File: config.mk
export PLATFORM = sky130hd
export DESIGN_NAME = legv8_multicycle_control_flat
export DESIGN_NICKNAME = d
export VERILOG_FILES = /design/src/rtl/legv8_ctrl_pkg.sv /design/src/rtl/legv8_multicycle_control_if.sv /design/src/rtl/legv8_opcode_class.sv /design/src/rtl/legv8_multicycle_control.sv /design/src/flat_wrapper.sv
export SDC_FILE = /design/constraint.sdc
export NUM_CORES = 1
export LEC_CHECK = 0
export BUFFER_PORTS_ARGS = -buffer_cell sky130_fd_sc_hd__buf_2
export CAP_MARGIN = 10
export CORE_ASPECT_RATIO = 1.1
export CORE_MARGIN = 2
export CORE_UTILIZATION = 35
export CTS_CLUSTER_SIZE = 24
export DETAILED_ROUTE_END_ITERATION = 12
export HOLD_SLACK_MARGIN = 0.05
export MAX_ROUTING_LAYER = met4
export PLACE_DENSITY = 0.56
export SLEW_MARGIN = 20
export SYNTH_ARGS = -nofsm -noshare
export SYNTH_HDL_FRONTEND = slang
export SYNTH_HIERARCHICAL = 1
export SYNTH_SLANG_ARGS = --single-unit
export TNS_END_PERCENT = 1
File: constraint.sdc
create_clock -name clk -period 5.3 [get_ports clk]
set_clock_uncertainty 0.1 [all_clocks]
set_input_delay 0 -clock clk [delete_from_list [all_inputs] [get_ports clk]]
set_output_delay 0 -clock clk [all_outputs]
set_load 0.05 [all_outputs]
File: src/rtl/legv8_ctrl_pkg.sv
// Shared types and constants for the LEGv8 multi-cycle controller.
// LEGV8_IMM_OPS_EN adds the EX_I state used by ADDI/SUBI.
package legv8_ctrl_pkg;

    localparam int unsigned OPC_W = 11;
    localparam int unsigned ALU_W = 2;

    typedef enum logic [3:0] {
        StIdle,
        StFetch,
        StDecode,
        StExR,
        StExAddr,
        StMemLd,
        StMemSt,
        StWbR,
        StWbLd,
        StBrCbz,
        StBrB,
        StHalt
`ifdef LEGV8_IMM_OPS_EN
        , StExI
`endif
    } state_e;

    typedef enum logic [2:0] {ClsR, ClsLd, ClsSt, ClsCbz, ClsB, ClsImm, ClsIll} opc_class_e;

    typedef enum logic [1:0] {
        FaultNone    = 2'b00,
        FaultIllegal = 2'b01,
        FaultTimeout = 2'b10
    } fault_e;

    localparam logic [ALU_W-1:0] AluAdd   = 2'b00;
    localparam logic [ALU_W-1:0] AluPassB = 2'b01;
    localparam logic [ALU_W-1:0] AluFunct = 2'b10;

    // Don't-care bits are cleared in the mask; match holds the fixed bits.
    localparam logic [OPC_W-1:0] MaskR     = 11'b100_1111_0111;
    localparam logic [OPC_W-1:0] MatchR    = 11'b100_0101_0000;
    localparam logic [OPC_W-1:0] OpcLdur   = 11'b111_1100_0010;
    localparam logic [OPC_W-1:0] OpcStur   = 11'b111_1100_0000;
    localparam logic [OPC_W-1:0] MaskCbz   = 11'b111_1111_1000;
    localparam logic [OPC_W-1:0] MatchCbz  = 11'b101_1010_0000;
    localparam logic [OPC_W-1:0] MaskB     = 11'b111_1110_0000;
    localparam logic [OPC_W-1:0] MatchB    = 11'b000_1010_0000;
    localparam logic [OPC_W-1:0] MaskImm   = 11'b111_1111_1110;
    localparam logic [OPC_W-1:0] MatchAddi = 11'b100_1000_1000;
    localparam logic [OPC_W-1:0] MatchSubi = 11'b110_1000_1000;

    typedef struct packed {
        logic             reg2loc;
        logic             alu_src;
        logic             mem_to_reg;
        logic             reg_write;
        logic             mem_read;
        logic             mem_write;
        logic             branch;
        logic             uncond;
        logic [ALU_W-1:0] alu_op;
    } ctrl_t;

    function automatic logic opc_match(logic [OPC_W-1:0] opc, logic [OPC_W-1:0] mask,
                                       logic [OPC_W-1:0] match);
        return (opc & mask) == match;
    endfunction

endpackage

File: src/rtl/legv8_multicycle_control_if.sv
// Controller <-> datapath/memory bundle; master is the controller side.
interface legv8_multicycle_control_if #(
    parameter int unsigned OPCODE_W = 11,
    parameter int unsigned ALUOP_W  = 2
);
    logic                run;
    logic [OPCODE_W-1:0] opcode;
    logic                mem_ready;
    logic                reg2loc;
    logic                alu_src;
    logic                mem_to_reg;
    logic                reg_write;
    logic                mem_read;
    logic                mem_write;
    logic                branch;
    logic                uncond;
    logic [ALUOP_W-1:0]  alu_op;
    logic                ir_write;
    logic                pc_write;
    logic                instr_done;
    logic [1:0]          fault;

    modport master (
        input  run, opcode, mem_ready,
        output reg2loc, alu_src, mem_to_reg, reg_write, mem_read, mem_write, branch, uncond,
        output alu_op, ir_write, pc_write, instr_done, fault
    );

    modport slave (
        output run, opcode, mem_ready,
        input  reg2loc, alu_src, mem_to_reg, reg_write, mem_read, mem_write, branch, uncond,
        input  alu_op, ir_write, pc_write, instr_done, fault
    );
endinterface

File: src/rtl/legv8_opcode_class.sv
// Combinational opcode classifier for the multi-cycle controller.
// ADDI/SUBI are recognised only when LEGV8_IMM_OPS_EN is defined.
module legv8_opcode_class
    import legv8_ctrl_pkg::*;
#(
    parameter int unsigned OPCODE_W = OPC_W
) (
    input  logic [OPCODE_W-1:0] opcode_i,
    output opc_class_e          class_o
);
    logic [OPC_W-1:0] opc;
    assign opc = opcode_i[OPC_W-1:0];

    always_comb begin
        class_o = ClsIll;
        if (opc_match(opc, MaskR, MatchR)) begin
            class_o = ClsR;
        end else if (opc == OpcLdur) begin
            class_o = ClsLd;
        end else if (opc == OpcStur) begin
            class_o = ClsSt;
        end else if (opc_match(opc, MaskCbz, MatchCbz)) begin
            class_o = ClsCbz;
        end else if (opc_match(opc, MaskB, MatchB)) begin
            class_o = ClsB;
        end
`ifdef LEGV8_IMM_OPS_EN
        else if (opc_match(opc, MaskImm, MatchAddi) || opc_match(opc, MaskImm, MatchSubi)) begin
            class_o = ClsImm;
        end
`endif
    end
endmodule

File: src/rtl/legv8_multicycle_control.sv
// Multi-cycle LEGv8 control FSM with bounded shared-memory waits and sticky fault.
// LEGV8_IMM_OPS_EN enables the ADDI/SUBI path through EX_I.
module legv8_multicycle_control
    import legv8_ctrl_pkg::*;
#(
    parameter int unsigned OPCODE_W    = 11,
    parameter int unsigned ALUOP_W     = 2,
    parameter int unsigned MEM_TIMEOUT = 16
) (
    input logic                        clk,
    input logic                        rst_n,
    legv8_multicycle_control_if.master bus
);
    localparam int unsigned CntW = $clog2(MEM_TIMEOUT + 1);

    state_e          state_q, state_d;
    fault_e          fault_q, fault_d;
    logic [CntW-1:0] cnt_q, cnt_d, cnt_inc;
    logic            timed_out;
    logic            waiting;
    logic            fetch_hit;
    logic            done;
    opc_class_e      opc_class;
    ctrl_t           ctrl;

    legv8_opcode_class #(
        .OPCODE_W(OPCODE_W)
    ) u_class (
        .opcode_i(bus.opcode),
        .class_o (opc_class)
    );

    always_ff @(posedge clk or negedge rst_n) begin
        if (!rst_n) begin
            state_q <= StIdle;
            fault_q <= FaultNone;
            cnt_q   <= '0;
        end else begin
            state_q <= state_d;
            fault_q <= fault_d;
            cnt_q   <= cnt_d;
        end
    end

    // Saturating wait counter; timeout fires on the cycle it would reach MEM_TIMEOUT.
    assign cnt_inc   = (cnt_q == CntW'(MEM_TIMEOUT)) ? cnt_q : cnt_q + CntW'(1);
    assign timed_out = (cnt_inc == CntW'(MEM_TIMEOUT));
    assign waiting   = (state_q == StFetch) || (state_q == StMemLd) || (state_q == StMemSt);

    always_comb begin
        state_d = state_q;
        fault_d = fault_q;
        cnt_d   = cnt_q;
        unique case (state_q)
            StIdle:   if (bus.run) state_d = StFetch;
            StFetch:  if (bus.mem_ready) state_d = StDecode;
            StDecode: begin
                unique case (opc_class)
                    ClsR:         state_d = StExR;
                    ClsLd, ClsSt: state_d = StExAddr;
                    ClsCbz:       state_d = StBrCbz;
                    ClsB:         state_d = StBrB;
`ifdef LEGV8_IMM_OPS_EN
                    ClsImm:       state_d = StExI;
`endif
                    default: begin
                        state_d = StHalt;
                        fault_d = FaultIllegal;
                    end
                endcase
            end
            StExR:    state_d = StWbR;
`ifdef LEGV8_IMM_OPS_EN
            StExI:    state_d = StWbR;
`endif
            StExAddr: state_d = (opc_class == ClsLd) ? StMemLd : StMemSt;
            StMemLd:  if (bus.mem_ready) state_d = StWbLd;
            StMemSt:  if (bus.mem_ready) state_d = bus.run ? StFetch : StIdle;
            StWbR, StWbLd, StBrCbz, StBrB: state_d = bus.run ? StFetch : StIdle;
            StHalt:   state_d = StHalt;
            default:  state_d = StHalt;
        endcase

        if (waiting && !bus.mem_ready) begin
            cnt_d = cnt_inc;
            if (timed_out) begin
                state_d = StHalt;
                fault_d = FaultTimeout;
            end
        end

        if (state_d != state_q &&
            (state_d == StFetch || state_d == StMemLd || state_d == StMemSt)) begin
            cnt_d = '0;
        end
    end

    always_comb begin
        ctrl      = '0;
        fetch_hit = 1'b0;
        done      = 1'b0;
        unique case (state_q)
            StFetch: begin
                ctrl.mem_read = 1'b1;
                fetch_hit     = bus.mem_ready;
            end
            StExR:    ctrl.alu_op = AluFunct;
`ifdef LEGV8_IMM_OPS_EN
            StExI: begin
                ctrl.alu_src = 1'b1;
                ctrl.alu_op  = AluFunct;
            end
`endif
            StExAddr: begin
                ctrl.alu_src = 1'b1;
                ctrl.alu_op  = AluAdd;
            end
            StMemLd:  ctrl.mem_read = 1'b1;
            StMemSt: begin
                ctrl.mem_write = 1'b1;
                ctrl.reg2loc   = 1'b1;
                done           = bus.mem_ready;
            end
            StWbR: begin
                ctrl.reg_write = 1'b1;
                ctrl.alu_op    = AluFunct;
                done           = 1'b1;
            end
            StWbLd: begin
                ctrl.mem_to_reg = 1'b1;
                ctrl.reg_write  = 1'b1;
                done            = 1'b1;
            end
            StBrCbz: begin
                ctrl.reg2loc = 1'b1;
                ctrl.branch  = 1'b1;
                ctrl.alu_op  = AluPassB;
                done         = 1'b1;
            end
            StBrB: begin
                ctrl.uncond = 1'b1;
                done        = 1'b1;
            end
            default: ;
        endcase
    end

    assign bus.reg2loc    = ctrl.reg2loc;
    assign bus.alu_src    = ctrl.alu_src;
    assign bus.mem_to_reg = ctrl.mem_to_reg;
    assign bus.reg_write  = ctrl.reg_write;
    assign bus.mem_read   = ctrl.mem_read;
    assign bus.mem_write  = ctrl.mem_write;
    assign bus.branch     = ctrl.branch;
    assign bus.uncond     = ctrl.uncond;
    assign bus.alu_op     = ALUOP_W'(ctrl.alu_op);
    assign bus.ir_write   = fetch_hit;
    assign bus.pc_write   = fetch_hit;
    assign bus.instr_done = done;
    assign bus.fault      = fault_q;
endmodule

File: src/flat_wrapper.sv
// flat-port wrapper written by rule: the top's interface ports become plain ports
module legv8_multicycle_control_flat import legv8_ctrl_pkg::*;
#(
    parameter int unsigned OPCODE_W    = 11,
    parameter int unsigned ALUOP_W     = 2,
    parameter int unsigned MEM_TIMEOUT = 16
)
  (clk, rst_n, bus_run, bus_opcode, bus_mem_ready, bus_reg2loc, bus_alu_src, bus_mem_to_reg, bus_reg_write, bus_mem_read, bus_mem_write, bus_branch, bus_uncond, bus_alu_op, bus_ir_write, bus_pc_write, bus_instr_done, bus_fault);
  legv8_multicycle_control_if #(.OPCODE_W(OPCODE_W), .ALUOP_W(ALUOP_W)) bus_i ();
  input logic clk;
  input logic rst_n;
  input wire logic [$bits(bus_i.run)-1:0] bus_run;
  input wire logic [$bits(bus_i.opcode)-1:0] bus_opcode;
  input wire logic [$bits(bus_i.mem_ready)-1:0] bus_mem_ready;
  output wire logic [$bits(bus_i.reg2loc)-1:0] bus_reg2loc;
  output wire logic [$bits(bus_i.alu_src)-1:0] bus_alu_src;
  output wire logic [$bits(bus_i.mem_to_reg)-1:0] bus_mem_to_reg;
  output wire logic [$bits(bus_i.reg_write)-1:0] bus_reg_write;
  output wire logic [$bits(bus_i.mem_read)-1:0] bus_mem_read;
  output wire logic [$bits(bus_i.mem_write)-1:0] bus_mem_write;
  output wire logic [$bits(bus_i.branch)-1:0] bus_branch;
  output wire logic [$bits(bus_i.uncond)-1:0] bus_uncond;
  output wire logic [$bits(bus_i.alu_op)-1:0] bus_alu_op;
  output wire logic [$bits(bus_i.ir_write)-1:0] bus_ir_write;
  output wire logic [$bits(bus_i.pc_write)-1:0] bus_pc_write;
  output wire logic [$bits(bus_i.instr_done)-1:0] bus_instr_done;
  output wire logic [$bits(bus_i.fault)-1:0] bus_fault;
  assign bus_i.run = bus_run;
  assign bus_i.opcode = bus_opcode;
  assign bus_i.mem_ready = bus_mem_ready;
  assign bus_reg2loc = bus_i.reg2loc;
  assign bus_alu_src = bus_i.alu_src;
  assign bus_mem_to_reg = bus_i.mem_to_reg;
  assign bus_reg_write = bus_i.reg_write;
  assign bus_mem_read = bus_i.mem_read;
  assign bus_mem_write = bus_i.mem_write;
  assign bus_branch = bus_i.branch;
  assign bus_uncond = bus_i.uncond;
  assign bus_alu_op = bus_i.alu_op;
  assign bus_ir_write = bus_i.ir_write;
  assign bus_pc_write = bus_i.pc_write;
  assign bus_instr_done = bus_i.instr_done;
  assign bus_fault = bus_i.fault;
  legv8_multicycle_control #(.OPCODE_W(OPCODE_W), .ALUOP_W(ALUOP_W), .MEM_TIMEOUT(MEM_TIMEOUT)) u_core (.clk(clk), .rst_n(rst_n), .bus(bus_i));
endmodule
==> metrics.md, run 1 <==
| Metric | Value |
|---|---|
| Initial Util | `37.1%` |
| Non-filler instance count after layout | `200` |
| Multi-input gate area | `just under 800 um2` |
| Fmax | `385 MHz` |
| Hold Vio Cnt, Final | `0` |
| Post-cts resize count | `0` |
| CTS tree | `built` |
| First-pass GRT wire length | `4420 um` |
| Most common cell after layout, fill and taps aside | `buf_2` |
| Hold Path Class | `input pin to flip-flop` |
| Synth area leader | `dfrtp_1` |
| RSZ-0062 raised after global routing | `no` |
| Setup violations, final | `0` |
| Pins Over Slew Limit | `0` |
| Area contributors post-synth | `dfrtp_1, a21oi_1, nor2_1` |
| Vias in the first global route | `between 1000 and 1500` |
| Pre-antenna DRT Iters | `4` |
| Die height | `around 64 um` |
| Synthesis warning total | `6` |
| Most frequent cells in the layout | `buf_2, nor2_1, a21oi_1` |
| Clk buf depth | `2` |
| Placed insts | `194` |
| Req. time, crit path | `roughly 5.3 ns` |
| Pin count of the biggest net entering global routing | `18` |
| DIE AREA | `3730 um2` |
| Total wire length | `about 2700 um` |
| Period utilization | `between 40% and 50%` |
| Seq/Total Area, Yosys | `24.1%` |
| Initial antenna violation count | `0` |
| Clk_lat worst skew | `around 0.26 ns` |
| Core area | `between 3000 and 4000 um2` |
| Post-synth EDFFs | `0` |
| Final non-filler cell area | `1330 um2` |
| Mapped Nets | `between 150 and 200` |
| Setup CP Type | `flip-flop to flip-flop` |
| Register area | `275 um2` |
| Placed Area | `~1300 um2` |
| DR vias/cell | `about 5.5` |
| Max-Cap Viols | `0` |
| Remaining DRCs | `0` |
| Synth cell types | `between 50 and 60` |
| Clk root buf | `clkbuf_4` |
| GR Util met3 | `under 10%` |
| H-tree levels | `1` |
| Fill cells | `between 300 and 400` |
| Met1 Use GR | `a little under a fifth` |
| Most common flop cell mapped by yosys | `dfrtp_1` |
| Status | `completed` |
| Pre-CTS WS | `2.60 ns` |
| Pleak | `0.584 nW` |
| Post-Syn Area per Cell | `8.14 um2` |
| Clock sink total | `11` |
| Synthesized area | `roughly 1100 um2` |
| Crit-path max FO | `17` |
| PwrDens | `~560 nW/um2` |
| Final min period | `approximately 2.6 ns` |
| Peak VDD IR | `approximately 270 uV` |
| Post-synth top area share | `between 20% and 30%` |
| Hpwl dp | `roughly 2100 um` |
| Global routing usage on met2 | `25.8%` |
| Grt ovf | `0` |
| Worst path arrival time | `2.64 ns` |
| Antenna cells | `0` |
| Final worst slack | `2.70 ns` |
| Slew @ Worst Pin | `0.540 ns` |
| Area Growth Syn to Fin | `16.8%` |
| Antenna Nets Post-Route | `0` |
| Max_slew headroom | `a little under two thirds` |
| Global placement routability congestion | `about 0.8` |
| Post-Synthesis Cells | `140` |
| Cell Rows | `21` |
| WL/cell | `about 13 um` |
| Iter 0 DRT Violations | `42` |
| Routed vias | `between 1000 and 1500` |
| I/O Buffers | `29` |
| Io pins | `30` |
| FF+latch count, synth | `11` |
| Hold_ws | `around 0.12 ns` |
| Clk slew on worst S/H paths | `0.07 ns` |
| CP Launch Type | `flip-flop` |
| Nets | `between 150 and 200` |
| GR peak layer | `met2` |
| Crit end category | `flip-flop` |
| Cts bufs inserted | `3` |
| Die width | `just under 60 um` |
| Layout cells sized above 1 | `approximately a quarter` |
| TNS Setup | `0 ns` |
| Async set-or-reset flop fraction in the synthesized netlist | `100%` |
| GR Util All Layers | `15.3%` |
[metal layers]
metal | wire [um] | part of all wire [%]
met1 | 1160 | 44
met2 | 1400 | 53
met3 | 75 | 2.8
met4 | 17 | 0.64
met5 | 0 | 0
[registers in the layout (all words and copies together), names as in the netlist]
| register | cells |
|---|---|
| u_core/bus.fault | 2 |
| u_core/cnt_q | 5 |
| u_core/state_q | 4 |
[cells by family (layout without fill, tap and decap cells)]
kind of cell             Yosys count  after routing  share of synthesized area [%]
AO/OA/AOI/OAI                     41             41                           28.1
XOR/XNOR                           5              5                           3.84
adder cells (fa/ha/maj)            2              2                           2.20
buffers and inverters             16             42                           6.04
flip-flops                        11             11                           24.1
multiplexers                       2              2                           1.76
AND/OR/NAND/NOR                   63             63                           33.9
[worst paths after layout]
check | from | endpoint | cells after the start | slack [ns]
worst max-delay path | u_core/state_q[0] | u_core/cnt_q[3] | 6 | 2.70
worst min-delay path | bus_run | u_core/state_q[0] | 3 | 0.12
worst max register to register | u_core/state_q[0] | u_core/cnt_q[3] | 6 | 2.70
worst min register to register | u_core/bus.fault[1] | u_core/bus.fault[1] | 2 | 0.38
max in group asynchronous | rst_n | u_core/bus.fault[0] | 3 | 4.12
min in group asynchronous | rst_n | u_core/cnt_q[0] | 3 | 0.65
[synthesized netlist by cell type, types with 3 or more instances]
cell type / number
nor2_1: 15
buf_2: 4
o22ai_1: 3
inv_1: 7
clkbuf_1: 4
or3_1: 3
a21oi_1: 14
nor3b_1: 4
nor2b_1: 3
nand2_1: 9
dfrtp_1: 11
nand2b_1: 7
xnor2_1: 3
nand3_1: 3
a2bb2oi_1: 3
[area by class of cell]
cell class	count	share of cell area (%)
well taps	34	3.20
multi-input cells	113	59.8
repair buffers	31	12.4
clock buffers	4	1.97
flip-flops and latches	11	20.7
inverters	7	1.97
[power breakdown]
group	switching [mW]	internal (mW)	leakage [nW]	total, mW
logic	0.339	0.175	0.429	0.514
registers	0.0682	0.110	0.140	0.179
clock network	0.0265	0.0290	0.0150	0.0556
total	0.434	0.314	0.584	0.748
[per-stage QoR]
stage / total power, mW / utilization (%)
5_1_grt: 0.810 / 43.3
2_1_floorplan: 0.600 / -
6_report: 0.748 / 43.3
3_5_place_dp: 0.695 / 41.8
3_3_place_gp: 0.687 / 41.8
4_1_cts: 0.754 / 43.3
[repair_timing]
action | CTS | global route
endpoints found under the hold margin | 11 | 0
hold buffers | 2 | 0
setup buffers | 0 | 0
[worst max-delay path, cell delays in order, from the launching register on]
cell and delay, ns:
dfrtp_1 0.65, nand2b_1 0.29, a211o_1 0.40, a2111o_1 0.47, and3_1 0.22, o221ai_2 0.23, a21oi_1 0.11
No activity file was read; power rests on OpenSTA's default activity.
==> run 2, diff against run 1 <==
- clock period: 5.3 -> 2.5 ns (I/O delays scaled with it)
==> run 2 against run 1 <==
  * Sequential power rose by 77%
  * Die area did not move
  * Cell area rose by 11%
  * Register-to-register slack got worse by 2.6 ns
  * Hold slack improved by 0.018 ns
  * Critical endpoint is now u_core/cnt_q[4]
  * Largest cell class unchanged
==> metrics.md, run 2 (synthesized netlist as in run 1, its figures left out) <==
| Metric | Value |
|---|---|
| Status | `completed` |
| Core area | `3070 um2 (unchanged)` |
| Seq pwr share | `17.6% (-6.3 points)` |
| Hold Path Class | `input pin to flip-flop` |
| Routed vias | `1196 (+8.6%)` |
| Metal3 WL | `58 um (-23%)` |
| Req. time, crit path | `2.53 ns (-2.81 ns)` |
| CP peak stage delay | `0.54 ns (-0.11 ns)` |
| Worst path arrival time | `2.42 ns (-0.22 ns)` |
| Part of the power in the clock network | `6.1% (-1.3 points)` |
| CP cell instances | `or4b_4 -> o21bai_2 -> a211oi_4 -> or4_4 -> a21oi_4 -> a21oi_1` |
| Psw | `0.988 mW (+130%)` |
| Crit-path max FO | `10 (-7)` |
| Pins Over Slew Limit | `0 (unchanged)` |
| Setup CP Type | `flip-flop to flip-flop` |
| WL/cell | `13.2 um (-0.12%)` |
| Crit-path slowest cell | `or4b_4` |
| Clk root buf | `clkbuf_4` |
| Worst r2r path cells | `6 (unchanged)` |
| Critical R2R Launch | `u_core/state_q[0]` |
| Critical path startpoint | `u_core/state_q[0]` |
| Grt ovf | `0 (unchanged)` |
| Pin count of the biggest net entering global routing | `15 (-3)` |
| PwrDens | `1220 nW/um2 (+120%)` |
| Area Growth Syn to Fin | `29.2%` |
| Fmax | `418 MHz (+8.7%)` |
| Post-Route M1 WL | `1180 um (+1.7%)` |
| Critical path depth | `6 (unchanged)` |
| Fin util | `47.9% (+4.6 points)` |
| Final min period | `2.39 ns (-0.208 ns)` |
| Final worst slack | `0.109 ns (-2.59 ns)` |
| Iter 0 DRT Violations | `70 (+67%)` |
| Pint | `0.801 mW (+150%)` |
| Most frequent cells in the layout | `buf_2, nor2_1, a21oi_1, buf_4` |
| Initial Util | `37.1% (unchanged)` |
| CTS tree | `built` |
| DIE AREA | `3730 um2 (unchanged)` |
| CP Launch Type | `flip-flop` |
| Period utilization | `95.6% (+47 points)` |
| Global placement routability congestion | `0.812 (-0.54%)` |
| Cts bufs inserted | `3 (unchanged)` |
| Antenna Nets Post-Route | `0 (unchanged)` |
| H-tree levels | `1 (unchanged)` |
| Most common cell after layout, fill and taps aside | `buf_2` |
| Register bank with the most flops | `u_core/cnt_q` |
| Max_slew headroom | `64.6% (+1.1 points)` |
| CP delay by family, top | `simple AND/OR/NAND/NOR gates` |
| Pleak | `0.655 nW (+12%)` |
| Clock sink total | `11 (unchanged)` |
| Pre-CTS WS | `-0.0653 ns (-2.66 ns)` |
| Clk slew on worst S/H paths | `0.06 ns (about the same)` |
| Io pins | `30 (unchanged)` |
| First-pass GRT wire length | `5000 um (+13%)` |
| Crit end category | `flip-flop` |
| Peak VDD IR | `678 uV (+150%)` |
| Combinational group share of total power | `76.3% (+7.6 points)` |
| Worst Setup EP | `u_core/cnt_q[4]` |
| Layout cells sized above 1 | `34.6% (+8.7 points)` |
| Cell Rows | `21 (unchanged)` |
| Total power | `1.79 mW (+140%)` |
| Vias in the first global route | `1150 (+13%)` |
| CP Buf/Inv Count | `0 (unchanged)` |
| Die height | `63.9 um (unchanged)` |
| Setup violations, final | `0 (unchanged)` |
| Hold Vio Cnt, Final | `0 (unchanged)` |
| Metal2 WL | `1520 um (+8.5%)` |
| Clk_lat worst skew | `0.25 ns (about the same)` |
| Clk buf depth | `2 (unchanged)` |
| Top Layer Used | `met4` |
| Slew @ Worst Pin | `0.527 ns (-0.0127 ns)` |
| Fill cells | `309 (-7.5%)` |
| Max reg flops | `5 (unchanged)` |
| Total wire length | `2820 um (+6.4%)` |
| Sw frac | `55.2% (-2.8 points)` |
| DR vias/cell | `5.62 (+2.0%)` |
| Remaining DRCs | `0 (unchanged)` |
| I/O Buffers | `29 (unchanged)` |
| Nets | `197 (+7.1%)` |
| R2R Setup Slk | `0.11 ns (-2.59 ns)` |
| Reg-to-reg critical path endpoint | `u_core/cnt_q[4]` |
| Max-Cap Viols | `0 (unchanged)` |
| Hpwl dp | `2260 um (+6.1%)` |
| Die width | `58.4 um (unchanged)` |
| Antenna cells | `0 (unchanged)` |
| Initial antenna violation count | `0 (unchanged)` |
| Pre-antenna DRT Iters | `4 (unchanged)` |
| GR Util All Layers | `17.0% (+1.7 points)` |
## run 2: cell types whose count changed in the layout (fill, tap and decap cells not counted), sizes merged
cell  change
buf      +13
## run 2: how the worst min path moves through the flow
stage               cells after the start  slack (ns)  startpoint             endpoint
global placement                        1       -0.23       rst_n      u_core/cnt_q[4]
detailed placement                      1       -0.23       rst_n  u_core/bus.fault[1]
finish                                  3        0.13     bus_run    u_core/state_q[0]
CTS                                     3        0.10     bus_run    u_core/state_q[0]
floorplan                               0       -0.40       rst_n  u_core/bus.fault[0]
global route                            3        0.16     bus_run    u_core/state_q[0]
## run 2: final cells by class
cell class                      count  area [um2]  area share, %
Tap cell                           34        42.5           2.89
Sequential cell                    11         278           18.9
Multi-Input combinational cell    113         837           56.8
Timing Repair Buffer               44         263           17.8
Clock buffer                        4        26.3           1.78
Inverter                            7        26.3           1.78
## run 2: repair_timing
| item | in CTS | in global routing |
|---|---|---|
| hold endpoints to repair | 11 | 0 |
| setup buffers | 0 | 1 |
| resized for setup | 0 | 7 |
| endpoints found under the setup margin | 0 | 5 |
| hold buffers | 2 | 0 |
## run 2: stage by stage
step	hold slack, ns	setup TNS, ns	cells	instance area [um2]
2_1_floorplan	-0.396	-2.82	140	1150
3_3_place_gp	-0.230	-0.00829	206	1380
3_5_place_dp	-0.226	-0.272	206	1380
4_1_cts	0.104	0	212	1430
5_1_grt	0.160	-0.00970	213	1470
6_report	0.134	0	213	1470
## run 2: routing by layer
layer	up-vias	GRT usage, %
met3	6	1.01
met5	-	-
met1	575	19.7
li1	594	-
met4	0	5.81
met2	21	30.5
## run 2: worst register-to-register path, stage by stage, from the launching register on
cell	delay (ns)
dfrtp_2	0.47
or4b_4	0.54
o21bai_2	0.21
a211oi_4	0.11
or4_4	0.54
a21oi_4	0.19
a21oi_1	0.09
## run 2: power groups by stage
stage	Clock, mW	Sequential (mW)	Combinational (mW)
floorplan	0	0.323	0.955
global placement	0	0.311	1.26
detailed placement	0	0.314	1.28
CTS	0.116	0.310	1.29
global route	0.124	0.327	1.50
finish	0.109	0.316	1.36
